### config.mk
export PLATFORM = sky130hd
export DESIGN_NAME = register_arbiter
export DESIGN_NICKNAME = d
export VERILOG_FILES = /design/src/rtl/register_arbiter_pkg.sv /design/src/rtl/register_arbiter_rr_pick.sv /design/src/rtl/register_arbiter.sv
export SDC_FILE = /design/constraint.sdc
export NUM_CORES = 1
export LEC_CHECK = 0
export ABC_AREA = 0
export BUFFER_PORTS_ARGS = -buffer_cell sky130_fd_sc_hd__buf_2
export CAP_MARGIN = 40
export CORE_ASPECT_RATIO = 1.5
export CORE_UTILIZATION = 44
export CTS_BUF_LIST = sky130_fd_sc_hd__clkbuf_8
export DETAILED_ROUTE_END_ITERATION = 8
export PLACE_DENSITY = 0.8
export SYNTH_ARGS = -nofsm -noshare
export SYNTH_HDL_FRONTEND = slang
export SYNTH_SLANG_ARGS = --single-unit
### constraint.sdc
create_clock -name i_clk -period 4.4 [get_ports i_clk]
set_input_delay 0.44 -clock i_clk [delete_from_list [all_inputs] [get_ports i_clk]]
set_output_delay 0.44 -clock i_clk [all_outputs]
set_load 0.05 [all_outputs]
### src/rtl/register_arbiter_pkg.sv
// ---------------------------------------------------------------------------
// register_arbiter_pkg
// Shared definitions for the round-robin write arbiter that sits in front of
// the 8-bit enable-load register: default sizes and FSM state encoding.
// ---------------------------------------------------------------------------
package register_arbiter_pkg;

   localparam int NREQ_DEF  = 4;
   localparam int WIDTH_DEF = 8;

   // Code 2'b11 is unused and recovers to IDLE on the next clock.
   typedef enum logic [1:0] {
      ST_IDLE = 2'b00,
      ST_LOAD = 2'b01,
      ST_ACK  = 2'b10
   } state_t;

   // Width of a requester index / round-robin pointer.
   function automatic int ptr_width(input int n);
      return (n > 1) ? $clog2(n) : 1;
   endfunction

endpackage

### src/rtl/register_arbiter_rr_pick.sv
// ---------------------------------------------------------------------------
// register_arbiter_rr_pick
// Combinational round-robin priority picker. The search starts at index
// i_ptr and wraps modulo NREQ; the first set request bit wins.
//
// Ports
//   i_req     request vector
//   i_ptr     index with highest priority this round
//   o_onehot  one-hot winner (all zero when nothing is requested)
//   o_idx     winner index
//   o_valid   at least one request is set
// ---------------------------------------------------------------------------
module register_arbiter_rr_pick
   import register_arbiter_pkg::*;
#(
   parameter int NREQ  = NREQ_DEF,
   parameter int PTR_W = ptr_width(NREQ_DEF)
) (
   input  logic [NREQ-1:0]  i_req,
   input  logic [PTR_W-1:0] i_ptr,
   output logic [NREQ-1:0]  o_onehot,
   output logic [PTR_W-1:0] o_idx,
   output logic             o_valid
);

   always_comb begin
      o_onehot = '0;
      o_idx    = '0;
      o_valid  = 1'b0;
      for (int k = 0; k < NREQ; k++) begin
         logic [PTR_W-1:0] w_pos;
         w_pos = PTR_W'((int'(i_ptr) + k) % NREQ);
         if (!o_valid && i_req[w_pos]) begin
            o_valid         = 1'b1;
            o_idx           = w_pos;
            o_onehot[w_pos] = 1'b1;
         end
      end
   end

endmodule

### src/rtl/register_arbiter.sv
// ---------------------------------------------------------------------------
// register_arbiter
// Round-robin write arbiter for the shared enable-load register. One
// requester at a time is granted; the arbiter drives the register's load
// enable/data for exactly one clock and then acknowledges the winner with
// the register's new contents. Each transaction takes three cycles.
//
// State table
//   state | meaning
//   IDLE  | waiting for any request; outputs quiet, DATA/RDATA hold
//   LOAD  | grant latched, ENA=1, DATA drives the register
//   ACK   | register holds new value, ACK pulses, RDATA=R
//
// Ports
//   i_clk    system clock, rising edge
//   i_rst_n  asynchronous active-low reset
//   i_req    per-requester write request (level)
//   i_wdata  flattened write data, requester i at [i*WIDTH +: WIDTH]
//   i_r      current register contents
//   o_ena    register load enable
//   o_data   register load data
//   o_gnt    one-hot grant, held through LOAD and ACK
//   o_ack    one-hot completion pulse
//   o_rdata  register value returned with ACK
//   o_busy   high in any state other than IDLE
// ---------------------------------------------------------------------------
module register_arbiter
   import register_arbiter_pkg::*;
#(
   parameter int NREQ  = NREQ_DEF,
   parameter int WIDTH = WIDTH_DEF
) (
   input  logic                  i_clk,
   input  logic                  i_rst_n,
   input  logic [NREQ-1:0]       i_req,
   input  logic [NREQ*WIDTH-1:0] i_wdata,
   input  logic [WIDTH-1:0]      i_r,
   output logic                  o_ena,
   output logic [WIDTH-1:0]      o_data,
   output logic [NREQ-1:0]       o_gnt,
   output logic [NREQ-1:0]       o_ack,
   output logic [WIDTH-1:0]      o_rdata,
   output logic                  o_busy
);

   localparam int PTR_W = ptr_width(NREQ);

   state_t             r_state;
   logic [PTR_W-1:0]   r_ptr;
   logic [NREQ-1:0]    r_gnt;
   logic [NREQ-1:0]    r_ack;
   logic [WIDTH-1:0]   r_data;
   logic [WIDTH-1:0]   r_rdata;
   logic               r_ena;
   logic               r_busy;

   logic [NREQ-1:0]    w_onehot;
   logic [PTR_W-1:0]   w_idx;
   logic               w_valid;
   logic [PTR_W-1:0]   w_ptr_next;
   logic [WIDTH-1:0]   w_wdata_win;

   register_arbiter_rr_pick #(
      .NREQ  (NREQ),
      .PTR_W (PTR_W)
   ) u_rr_pick (
      .i_req    (i_req),
      .i_ptr    (r_ptr),
      .o_onehot (w_onehot),
      .o_idx    (w_idx),
      .o_valid  (w_valid)
   );

   // Pointer moves one past the winner; the last index wraps to 0.
   assign w_ptr_next = (w_idx == PTR_W'(NREQ - 1)) ? '0 : w_idx + PTR_W'(1);

   // One-hot AND-OR mux of the winner's write data.
   always_comb begin
      w_wdata_win = '0;
      for (int k = 0; k < NREQ; k++) begin
         w_wdata_win = w_wdata_win | (i_wdata[k*WIDTH +: WIDTH] & {WIDTH{w_onehot[k]}});
      end
   end

   always_ff @(posedge i_clk or negedge i_rst_n) begin
      if (!i_rst_n) begin
         r_state <= ST_IDLE;
         r_ptr   <= '0;
         r_gnt   <= '0;
         r_ack   <= '0;
         r_data  <= '0;
         r_rdata <= '0;
         r_ena   <= 1'b0;
         r_busy  <= 1'b0;
      end else begin
         case (r_state)
            ST_IDLE: begin
               if (w_valid) begin
                  r_state <= ST_LOAD;
                  r_gnt   <= w_onehot;
                  r_data  <= w_wdata_win;
                  r_ena   <= 1'b1;
                  r_busy  <= 1'b1;
                  r_ptr   <= w_ptr_next;
               end
            end
            ST_LOAD: begin
               r_state <= ST_ACK;
               r_ena   <= 1'b0;
               r_ack   <= r_gnt;
            end
            ST_ACK: begin
               r_state <= ST_IDLE;
               r_ack   <= '0;
               r_gnt   <= '0;
               r_busy  <= 1'b0;
               // Keep the returned value visible after the ACK cycle.
               r_rdata <= i_r;
            end
            default: begin
               r_state <= ST_IDLE;
               r_ena   <= 1'b0;
               r_gnt   <= '0;
               r_ack   <= '0;
               r_busy  <= 1'b0;
            end
         endcase
      end
   end

   assign o_ena   = r_ena;
   assign o_data  = r_data;
   assign o_gnt   = r_gnt;
   assign o_ack   = r_ack;
   assign o_busy  = r_busy;
   // The register only updates on the LOAD->ACK edge, so during ACK its
   // outputs already hold the freshly loaded value; return them directly.
   assign o_rdata = (r_state == ST_ACK) ? i_r : r_rdata;

endmodule
==> metrics.log, run 1 <==
[metrics] total grt overflow: 0
[metrics] fraction of synthesized cell area taken by the top area cell type: 0.356
[metrics] cell type contributing the most total cell area after synthesis: dfrtp_1
[metrics] number of failing setup endpoints in the final timing report: 0
[metrics] buffers from clock root to sink, at most: 2
[metrics] drt wl/cell: 15.1 microns
[metrics] number of instances in the synthesized netlist: 218
[metrics] utilization after layout: 0.558
[metrics] arrival time at the worst endpoint: approximately 3700 ps
[metrics] Worst-Margin Slew: 808 ps
[metrics] total of buffers placed on input and output ports: 71
[metrics] Boundary Pins: 72
[metrics] clock latency of the later-clocked register in the worst-skew pair: 270 ps
[metrics] CP endpoint kind: flop
[metrics] count of flip-flops with a built-in enable after synthesis: 0
[metrics] Total GRT Usage: 0.211
[metrics] startpoint types: flop
[metrics] Yosys warning count: 0
[metrics] clock sink total: 30
[metrics] Starting Density: 0.461
[metrics] vias in the first global route: 1,870
[metrics] post-detailed-routing wire length: 5250 microns
[metrics] static leakage: around 1.2 nW
[metrics] post-route setup TNS: 0 ps
[metrics] wire length of the first global-routing pass: 8210 microns
[metrics] crit-path max FO: 27
[metrics] largest net degree at the start of global routing: 31
[metrics] number of iterations in the first detailed-routing pass: 4
[metrics] Core Footprint: roughly 4600 sq um
[metrics] Residual DRC: 0
[metrics] dominant combinational cell family by area after synthesis: compound AO/OA/AOI/OAI gates
[metrics] proportion of synthesized flip-flops having asynchronous set or reset: 1.00
[metrics] number of antenna diodes: 0
[metrics] cts bufs inserted: 5
[metrics] share of the synthesized area in compound gates (AO/OA/AOI/OAI): 0.243
[metrics] Top FF cell, synth: dfrtp_1
[metrics] final worst-path cycle share: 0.802
[metrics] Synthesized Nets: 272
[metrics] mean instance size in the synthesized netlist: between 9 and 10 sq um
[metrics] Post-Synthesis Cell Area: 2110 sq um
[metrics] Final #Nets: around 340
[metrics] antenna violations before repair: 0
[metrics] required time reported for the critical path endpoint: 4530 ps
[metrics] count of antenna-violating nets left after detailed routing: 0
[metrics] main area contributors after synthesis: dfrtp_1 (36%), mux2_2 (5.9%), a2111oi_4 (5.2%)
[metrics] Cell Rows: 30
[metrics] via count: roughly 2,000
[metrics] run status: completed
[metrics] simple-gate area share of the yosys netlist: 0.169
[metrics] Post-synth top cells: dfrtp_1 (30), nand2_1 (24), nor2_1 (20)
[metrics] Final HPWL DP: around 4200 microns
[metrics] share of cells above drive strength 1: 0.363
[metrics] die area: 5080 sq um
[metrics] multiplexer share of the synthesized area: 0.130
[metrics] last weighted congestion value of the routability-driven placer: 0.866
[metrics] die height: between 80 and 90 microns
[metrics] largest voltage drop on the vdd net: 324 uV
[metrics] CTS Hold Bufs: 0
[metrics] # fillers: between 400 and 500
[metrics] share of the synthesized netlist area taken by xor and xnor gates: 0.00415
[metrics] final max-slew violation count: 0
[metrics] Hold WC Path Type: primary input to async pin
[metrics] type of the worst setup path: flop to flop
[metrics] cell area power density: between 900 and 1000 nW/um^2
[metrics] shortest clock period the worst path allows after layout: 3530 ps
[metrics] First DRT Iteration DRCs: 90
[metrics] sequential area share after synthesis: 0.356
[metrics] logic depth of the worst register-to-register path: 8
[metrics] max-capacitance violation count: 0
[metrics] Post-CTS Resized: 0
[metrics] register bit total from synthesis: 30
[metrics] buffers inserted by post-CTS timing repair: 0
[metrics] most frequent cell after synthesis: dfrtp_1
[metrics] Layout area overhead: 21.2%
[metrics] clock tree from TritonCTS: yes
[metrics] H-tree level count: 2
[metrics] number of hold violations in the final report: 0
[metrics] clock slew seen by the registers of the worst setup and hold paths: roughly 60 ps
[metrics] FMAX: 283 MHz
[metrics] unrepaired setup endpoints after global routing: no
[metrics] adder-cell share of the synthesized area: 0.0474
[metrics] tightest slew margin relative to the limit: 0.459
[metrics] count of cell types in the netlist: 40
[metrics] worst clock skew on the final layout: 2.98 ps
[metrics] cell at the root of the clock tree: clkbuf_8
[metrics] Die X: about 59 microns
[metrics] Via-to-Cell Ratio: 5.66
-- metal layers --
metal	vias to the layer above	share of wire	GRT usage
li1	939	-	-
met5	-	0	0
met1	919	0.37	0.228
met4	0	0.035	0.139
met2	92	0.54	0.371
met3	19	0.058	0.0328
-- worst paths after layout --
check,start,to,slack (ps)
setup / recovery,flop,o_data[4],870
hold / removal,i_rst_n,o_ack[0],180
setup reg to reg,flop,o_data[4],870
hold reg to reg,r_rdata[1],r_rdata[1],490
max in group asynchronous,i_rst_n,r_rdata[2],3810
min in group i_clk,i_wdata[15],o_data[7],410
-- worst max-delay path: stages (launching register included) --
cell	delay, ps
dfrtp_1	860
inv_1	240
ha_1	530
inv_1	260
a2111oi_4	90
nor3_2	690
o21ai_0	210
a221oi_1	360
a31oi_1	140
-- final cells by class --
class                   count  area, sq um  share of cell area
multi-input cells         166         1250               0.490
clock buffers               5         68.8              0.0269
repair buffers             71          355               0.139
well taps                  64         80.1              0.0313
inverters                  10         37.5              0.0147
clock inverters             2         10.0             0.00392
flip-flops and latches     30          751               0.294
-- state kept, by name, summed over array words and instances, names as in the netlist, named ones only --
register and count:
r_rdata 8, o_busy 1, o_ena 1, o_data 8
r_state 2, r_ptr 1, o_ack 4, o_gnt 4
-- cell families after synthesis --
kind of cell	count (synthesis)
AND/OR/NAND/NOR	75
AO/OA/AOI/OAI	60
flip-flops	30
buffers and inverters	22
multiplexers	22
adder cells (fa/ha/maj)	8
XOR/XNOR	1
-- cells in the final DEF (no fill, tap or decap), types with 7 or more instances in the layout --
cell type	n
nand2_1	24
inv_1	10
buf_2	71
a31oi_1	9
mux2i_1	8
mux2_2	11
nor2_1	20
ha_1	8
o21ai_0	13
a22oi_1	8
nor3_1	7
a221oi_1	8
dfrtp_1	30
-- stage by stage --
step	setup WS, ps	instances	area [sq um]	hold WS (ps)	power (mW)
after detailed placement	905	341	2480	482	2.17
final	870	348	2560	178	2.37
after floorplan	1700	218	2110	144	1.85
after global placement	1040	341	2480	476	2.13
after global routing	528	348	2560	244	2.52
after CTS	919	348	2560	204	2.38
-- report_power, final --
group	internal [mW]	switching, mW
logic	0.550	1.09
registers	0.409	0.125
clock network	0.106	0.0949
total	1.06	1.31
Power figures use the tool's default switching activity.
==> inputs of run 2 (changes only) <==
Settings changed: PLACE_DENSITY 0.8 to 0.83.
Clock period 4.4 ns to 3 ns, I/O delays scaled along.
==> run 2 against run 1 <==
Against the previous run: die area unchanged; hold slack got worse by 130 ps; core utilization is 0.98 points higher; clock skew increased by 6.0 ps; via count rose by 4.1%; routed wire length is 8.9% higher; register-to-register slack got worse by 440 ps; combinational power grew 57%.
==> metrics.log, run 2 (synthesis gave the netlist of run 1 again) <==
[metrics] run status: completed
[metrics] cts bufs inserted: 5 (unchanged)
[metrics] startpoint types: flop
[metrics] final max-slew violation count: 0 (unchanged)
[metrics] unrepaired setup endpoints after global routing: no
[metrics] clock tree from TritonCTS: yes
[metrics] commonest non-fill, non-tap cell in the layout: buf_2
[metrics] worst clock skew on the final layout: 9.01 ps (+6.02 ps)
[metrics] clock sink total: 30 (unchanged)
[metrics] final worst-path cycle share: 0.856 (+0.0536)
[metrics] required time reported for the critical path endpoint: 3140 ps (-1390 ps)
[metrics] Slowest-stage cell, CP: mux4_2
[metrics] die area: 5080 sq um (unchanged)
[metrics] antenna violations before repair: 0 (unchanged)
[metrics] post-layout total power: 3.59 mW (+51%)
[metrics] tightest slew margin relative to the limit: 0.560 (+0.101)
[metrics] CP endpoint kind: flop
[metrics] clock latency of the later-clocked register in the worst-skew pair: 280 ps (about the same)
[metrics] Via-to-Cell Ratio: 5.79 (+2.3%)
[metrics] FMAX: 389 MHz (+37%)
[metrics] number of non-filler instances in the completed layout: 354 (+1.7%)
[metrics] H-tree level count: 2 (unchanged)
[metrics] gate family responsible for the most delay along the worst path: compound AO/OA/AOI/OAI gates
[metrics] multi-input combinational cell area: 1250 sq um (unchanged)
[metrics] die height: 86.8 microns (unchanged)
[metrics] number of iterations in the first detailed-routing pass: 5 (+1)
[metrics] number of hold violations in the final report: 0 (unchanged)
[metrics] cell area power density: 1380 nW/um^2 (+49%)
[metrics] Post-CTS Resized: 0 (unchanged)
[metrics] arrival time at the worst endpoint: 2710 ps (-950 ps)
[metrics] buffers inserted by post-CTS timing repair: 0 (unchanged)
[metrics] largest net degree at the start of global routing: 31 (unchanged)
[metrics] type of the worst setup path: flop to flop
[metrics] Cell Rows: 30 (unchanged)
[metrics] Worst-Margin Slew: 660 ps (-148 ps)
[metrics] utilization after layout: 0.568 (+0.00984)
[metrics] cell at the root of the clock tree: clkbuf_8
[metrics] last weighted congestion value of the routability-driven placer: 0.914 (+5.5%)
[metrics] total grt overflow: 0 (unchanged)
[metrics] post-detailed-routing wire length: 5720 microns (+8.9%)
[metrics] cells along the critical path: buf_4 -> mux4_2 -> a2111oi_2 -> nor2_1 -> a221oi_1 -> a31oi_1
[metrics] Core Footprint: 4580 sq um (unchanged)
[metrics] number of antenna diodes: 0 (unchanged)
[metrics] via count: 2,050 (+4.1%)
[metrics] register area: 751 sq um (unchanged)
[metrics] CTS Hold Bufs: 0 (unchanged)
[metrics] share of cells above drive strength 1: 0.376 (+0.0132)
[metrics] Boundary Pins: 72 (unchanged)
[metrics] largest voltage drop on the vdd net: 654 uV (+100%)
[metrics] cell area after layout: 2600 sq um (+1.8%)
[metrics] Residual DRC: 0 (unchanged)
[metrics] clock slew seen by the registers of the worst setup and hold paths: 70 ps (about the same)
[metrics] Total GRT Usage: 0.239 (+0.0287)
[metrics] First DRT Iteration DRCs: 144 (+60%)
[metrics] buffers from clock root to sink, at most: 2 (unchanged)
[metrics] crit-path max FO: 13 (-52%)
[metrics] shortest clock period the worst path allows after layout: 2570 ps (-962 ps)
[metrics] Starting Density: 0.461 (unchanged)
[metrics] max-capacitance violation count: 0 (unchanged)
[metrics] placed instance count: 347 (+1.8%)
[metrics] Worst path max stage delay: 690 ps (-170 ps)
[metrics] count of antenna-violating nets left after detailed routing: 0 (unchanged)
[metrics] wire length of the first global-routing pass: 9180 microns (+12%)
[metrics] post-route setup TNS: 0 ps (unchanged)
[metrics] vias in the first global route: 1,983 (+6.0%)
[metrics] Layout area overhead: 23.3%
[metrics] # fillers: 432 (+0.93%)
[metrics] top library cells by usage in the layout, fill and taps aside: buf_2 (71), dfrtp_1 (30), nand2_1 (24), nor2_1 (20), o21ai_0 (13)
[metrics] drt wl/cell: 16.2 microns (+7.1%)
[metrics] number of failing setup endpoints in the final timing report: 0 (unchanged)
[metrics] total placed instance area: 2520 sq um (+1.8%)
[metrics] static leakage: 1.18 nW (+2.5%)
[metrics] Hold WC Path Type: primary input to async pin
[metrics] Final HPWL DP: 4450 microns (+6.6%)
[metrics] WP buf/inv: 1 (-1)
[metrics] Final #Nets: 344 (+1.8%)
[metrics] Die X: 58.5 microns (unchanged)
[metrics] total of buffers placed on input and output ports: 71 (unchanged)
==> run 2: changes by cell type in the layout (fill, tap and decap cells not counted) <==
cell / delta
buf_4: +6
==> run 2: layer usage <==
layer / wire, microns / global-route usage / vias to the layer above
met5: 0 / 0 / -
met4: 177 / 0.110 / 0
met3: 298 / 0.0418 / 21
met2: 3060 / 0.417 / 103
met1: 2180 / 0.280 / 977
li1: - / - / 949
==> run 2: through the flow <==
| step | setup WS, ps | hold WS (ps) |
|---|---|---|
| 2_1_floorplan | 296 | 4.41 |
| 3_3_place_gp | 577 | 362 |
| 3_5_place_dp | 528 | 366 |
| 4_1_cts | 477 | 69.5 |
| 5_1_grt | 297 | 106 |
| 6_report | 432 | 47.5 |
==> run 2: report_power, final <==
part           switching, mW  internal, mW  total [mW]
clock network          0.149         0.155       0.304
registers              0.120         0.600       0.720
logic                   1.71         0.853        2.57
==> run 2: layout make-up <==
cell class	instances	area share
clock buffers	5	0.0265
repair buffers	77	0.154
clock inverters	2	0.00385
flip-flops and latches	30	0.289
inverters	10	0.0144
multi-input cells	166	0.482
well taps	64	0.0308
==> run 2: path summary, 6_finish.rpt <==
check / end / depth (start not counted) / from / slack [ps]
worst min-delay path: r_rdata[7] / 1 / i_rst_n / 50
min in group i_clk: r_rdata[7] / 2 / i_r[7] / 270
max in group asynchronous: o_ack[0] / 1 / i_rst_n / 2520
worst min register to register: r_rdata[0] / 1 / r_rdata[0] / 490
worst max-delay path: o_data[2] / 6 / flop / 430
worst max register to register: o_data[2] / 6 / flop / 430
==> inputs of run 3 (changes only) <==
Settings changed: PLACE_DENSITY 0.83 to 0.71.
==> run 3 against run 2 <==
Against the previous run: final area about the same; register-to-register slack worse by 90 ps; final cell count down 0.28%; sequential share of layout area about the same; sequential cell count unchanged; largest power group unchanged.
==> metrics.log, run 3 (synthesis gave the netlist of run 1 again) <==
[metrics] number of iterations in the first detailed-routing pass: 4 (-1)
[metrics] cts bufs inserted: 5 (unchanged)
[metrics] clock share of power: 0.094 (+0.009)
[metrics] H-tree level count: 2 (unchanged)
[metrics] startpoint types: flop
[metrics] Post-CTS Resized: 0 (unchanged)
[metrics] static leakage: 1.18 nW (about the same)
[metrics] wire length of the first global-routing pass: 8710 microns (-5.2%)
[metrics] cell area power density: 1370 nW/um^2 (-0.88%)
[metrics] global routing met3 resource utilization: 0.0269 (-0.0149)
[metrics] Internal: 1.62 mW (+0.51%)
[metrics] FMAX: 376 MHz (-3.3%)
[metrics] count of antenna-violating nets left after detailed routing: 0 (unchanged)
[metrics] share of cells above drive strength 1: 0.370 (-0.00562)
[metrics] number of failing setup endpoints in the final timing report: 0 (unchanged)
[metrics] switching power summed over all nets: 1.94 mW (-2.2%)
[metrics] Core Footprint: 4580 sq um (unchanged)
[metrics] number of non-filler instances in the completed layout: 353 (-0.28%)
[metrics] Die X: 58.5 microns (unchanged)
[metrics] die height: 86.8 microns (unchanged)
[metrics] Via-to-Cell Ratio: 5.53 (-4.6%)
[metrics] last weighted congestion value of the routability-driven placer: 0.894 (-2.1%)
[metrics] Seq pwr share: 0.205 (+0.004)
[metrics] final worst-path cycle share: 0.886 (+0.0297)
[metrics] largest voltage drop on the vdd net: 603 uV (-7.9%)
[metrics] most used routing layer: met2
[metrics] post-detailed-routing wire length: 5440 microns (-4.8%)
[metrics] buffers from clock root to sink, at most: 2 (unchanged)
[metrics] clock latency of the later-clocked register in the worst-skew pair: 290 ps (about the same)
[metrics] Hold WC Path Type: primary input to async pin
[metrics] largest net degree at the start of global routing: 31 (unchanged)
[metrics] global routing met1 resource utilization: 0.269 (-0.0112)
[metrics] CTS Hold Bufs: 0 (unchanged)
[metrics] arrival time at the worst endpoint: 2810 ps (+100 ps)
[metrics] met2 Use GR: 0.381 (-0.0355)
[metrics] Combinational Power Share: 0.701 (-0.014)
[metrics] vias in the first global route: 1,866 (-5.9%)
[metrics] tightest slew margin relative to the limit: 0.551 (-0.00931)
[metrics] max-capacitance violation count: 0 (unchanged)
[metrics] top library cells by usage in the layout, fill and taps aside: buf_2 (71), dfrtp_1 (30), nand2_1 (24), nor2_1 (20), o21ai_0 (13)
[metrics] type of the worst setup path: flop to flop
[metrics] post-route setup TNS: 0 ps (unchanged)
[metrics] commonest non-fill, non-tap cell in the layout: buf_2
[metrics] number of hold violations in the final report: 0 (unchanged)
[metrics] total grt overflow: 0 (unchanged)
[metrics] Residual DRC: 0 (unchanged)
[metrics] Boundary Pins: 72 (unchanged)
[metrics] First DRT Iteration DRCs: 98 (-32%)
[metrics] buffers inserted by post-CTS timing repair: 0 (unchanged)
[metrics] required time reported for the critical path endpoint: 3150 ps (about the same)
[metrics] run status: completed
[metrics] clock slew seen by the registers of the worst setup and hold paths: 70 ps (about the same)
[metrics] crit-path max FO: 14 (+1)
[metrics] cell at the root of the clock tree: clkbuf_8
[metrics] placed instance count: 345 (-0.58%)
[metrics] total of buffers placed on input and output ports: 71 (unchanged)
[metrics] Total GRT Usage: 0.225 (-0.0144)
[metrics] worst clock skew on the final layout: 7.99 ps (-1.02 ps)
[metrics] Final #Nets: 342 (-0.58%)
[metrics] Cell Rows: 30 (unchanged)
[metrics] die area: 5080 sq um (unchanged)
[metrics] shortest clock period the worst path allows after layout: 2660 ps (+89.0 ps)
[metrics] Layout area overhead: 23.2% (about the same)
[metrics] drt wl/cell: 15.4 microns (-4.6%)
[metrics] Worst-Margin Slew: 674 ps (+14.0 ps)
[metrics] Starting Density: 0.461 (unchanged)
[metrics] antenna violations before repair: 0 (unchanged)
[metrics] CP endpoint kind: flop
[metrics] number of antenna diodes: 0 (unchanged)
[metrics] unrepaired setup endpoints after global routing: no
[metrics] Final HPWL DP: 4240 microns (-4.9%)
[metrics] fraction of power spent switching nets: 0.546 (-0.00670)
[metrics] final max-slew violation count: 0 (unchanged)
[metrics] via count: 1,951 (-4.8%)
[metrics] clock sink total: 30 (unchanged)
[metrics] clock tree from TritonCTS: yes
-- run 3: cell types whose count changed in the layout (fill, tap and decap cells not counted), sizes merged --
cell    before  now
inv         10   11
clkbuf       5    6
clkinv       2    1
buf         77   75
-- run 3: final timing paths --
path / from / end / slack [ps] / cells past startpoint
setup / recovery: flop / o_data[2] / 340 / 8
hold / removal: i_rst_n / o_gnt[3] / 50 / 1
setup reg to reg: flop / o_data[2] / 340 / 8
hold reg to reg: r_rdata[2] / r_rdata[2] / 490 / 1
max in group asynchronous: i_rst_n / o_ack[0] / 2510 / 1
min in group i_clk: i_r[1] / r_rdata[1] / 260 / 2
-- run 3: metrics by stage --
step	hold slack [ps]	utilization	setup slack, ps	power (mW)	instance area, sq um
after global placement	370	0.548	458	3.18	2510
after floorplan	4.41	-	296	2.72	2110
final	51.3	0.567	343	3.56	2600
after detailed placement	381	0.548	393	3.22	2510
after global routing	106	0.567	58.4	3.80	2600
after CTS	68.2	0.567	380	3.56	2600
-- run 3: power by group through the flow --
stage | clock (mW) | combinational [mW] | sequential (mW)
detailed placement | 0 | 2.48 | 0.740
global placement | 0 | 2.45 | 0.729
floorplan | 0 | 1.64 | 1.07
CTS | 0.343 | 2.49 | 0.732
global route | 0.355 | 2.69 | 0.759
finish | 0.334 | 2.49 | 0.729
-- run 3: cell type report --
cell class / instances / area, sq um
fill: 439 / 1980
multi-input combinational: 166 / 1250
sequential: 30 / 751
timing repair buffer: 75 / 385
clock buffer: 6 / 82.6
tap: 64 / 80.1
inverter: 10 / 37.5
clock inverter: 2 / 8.76
-- run 3: critical path, stage by stage (launching register included) --
cell and delay, ps:
dfrtp_1 560, inv_1 180, ha_1 340, buf_4 190
and3_1 160, a2111oi_2 430, nor2_1 140, a221oi_1 370
a31oi_1 130
-- run 3: per-layer routing --
metal,vias to the layer above,part of all wire
li1,945,-
met1,924,0.41
met2,66,0.51
met3,16,0.041
met4,0,0.039
met5,-,0
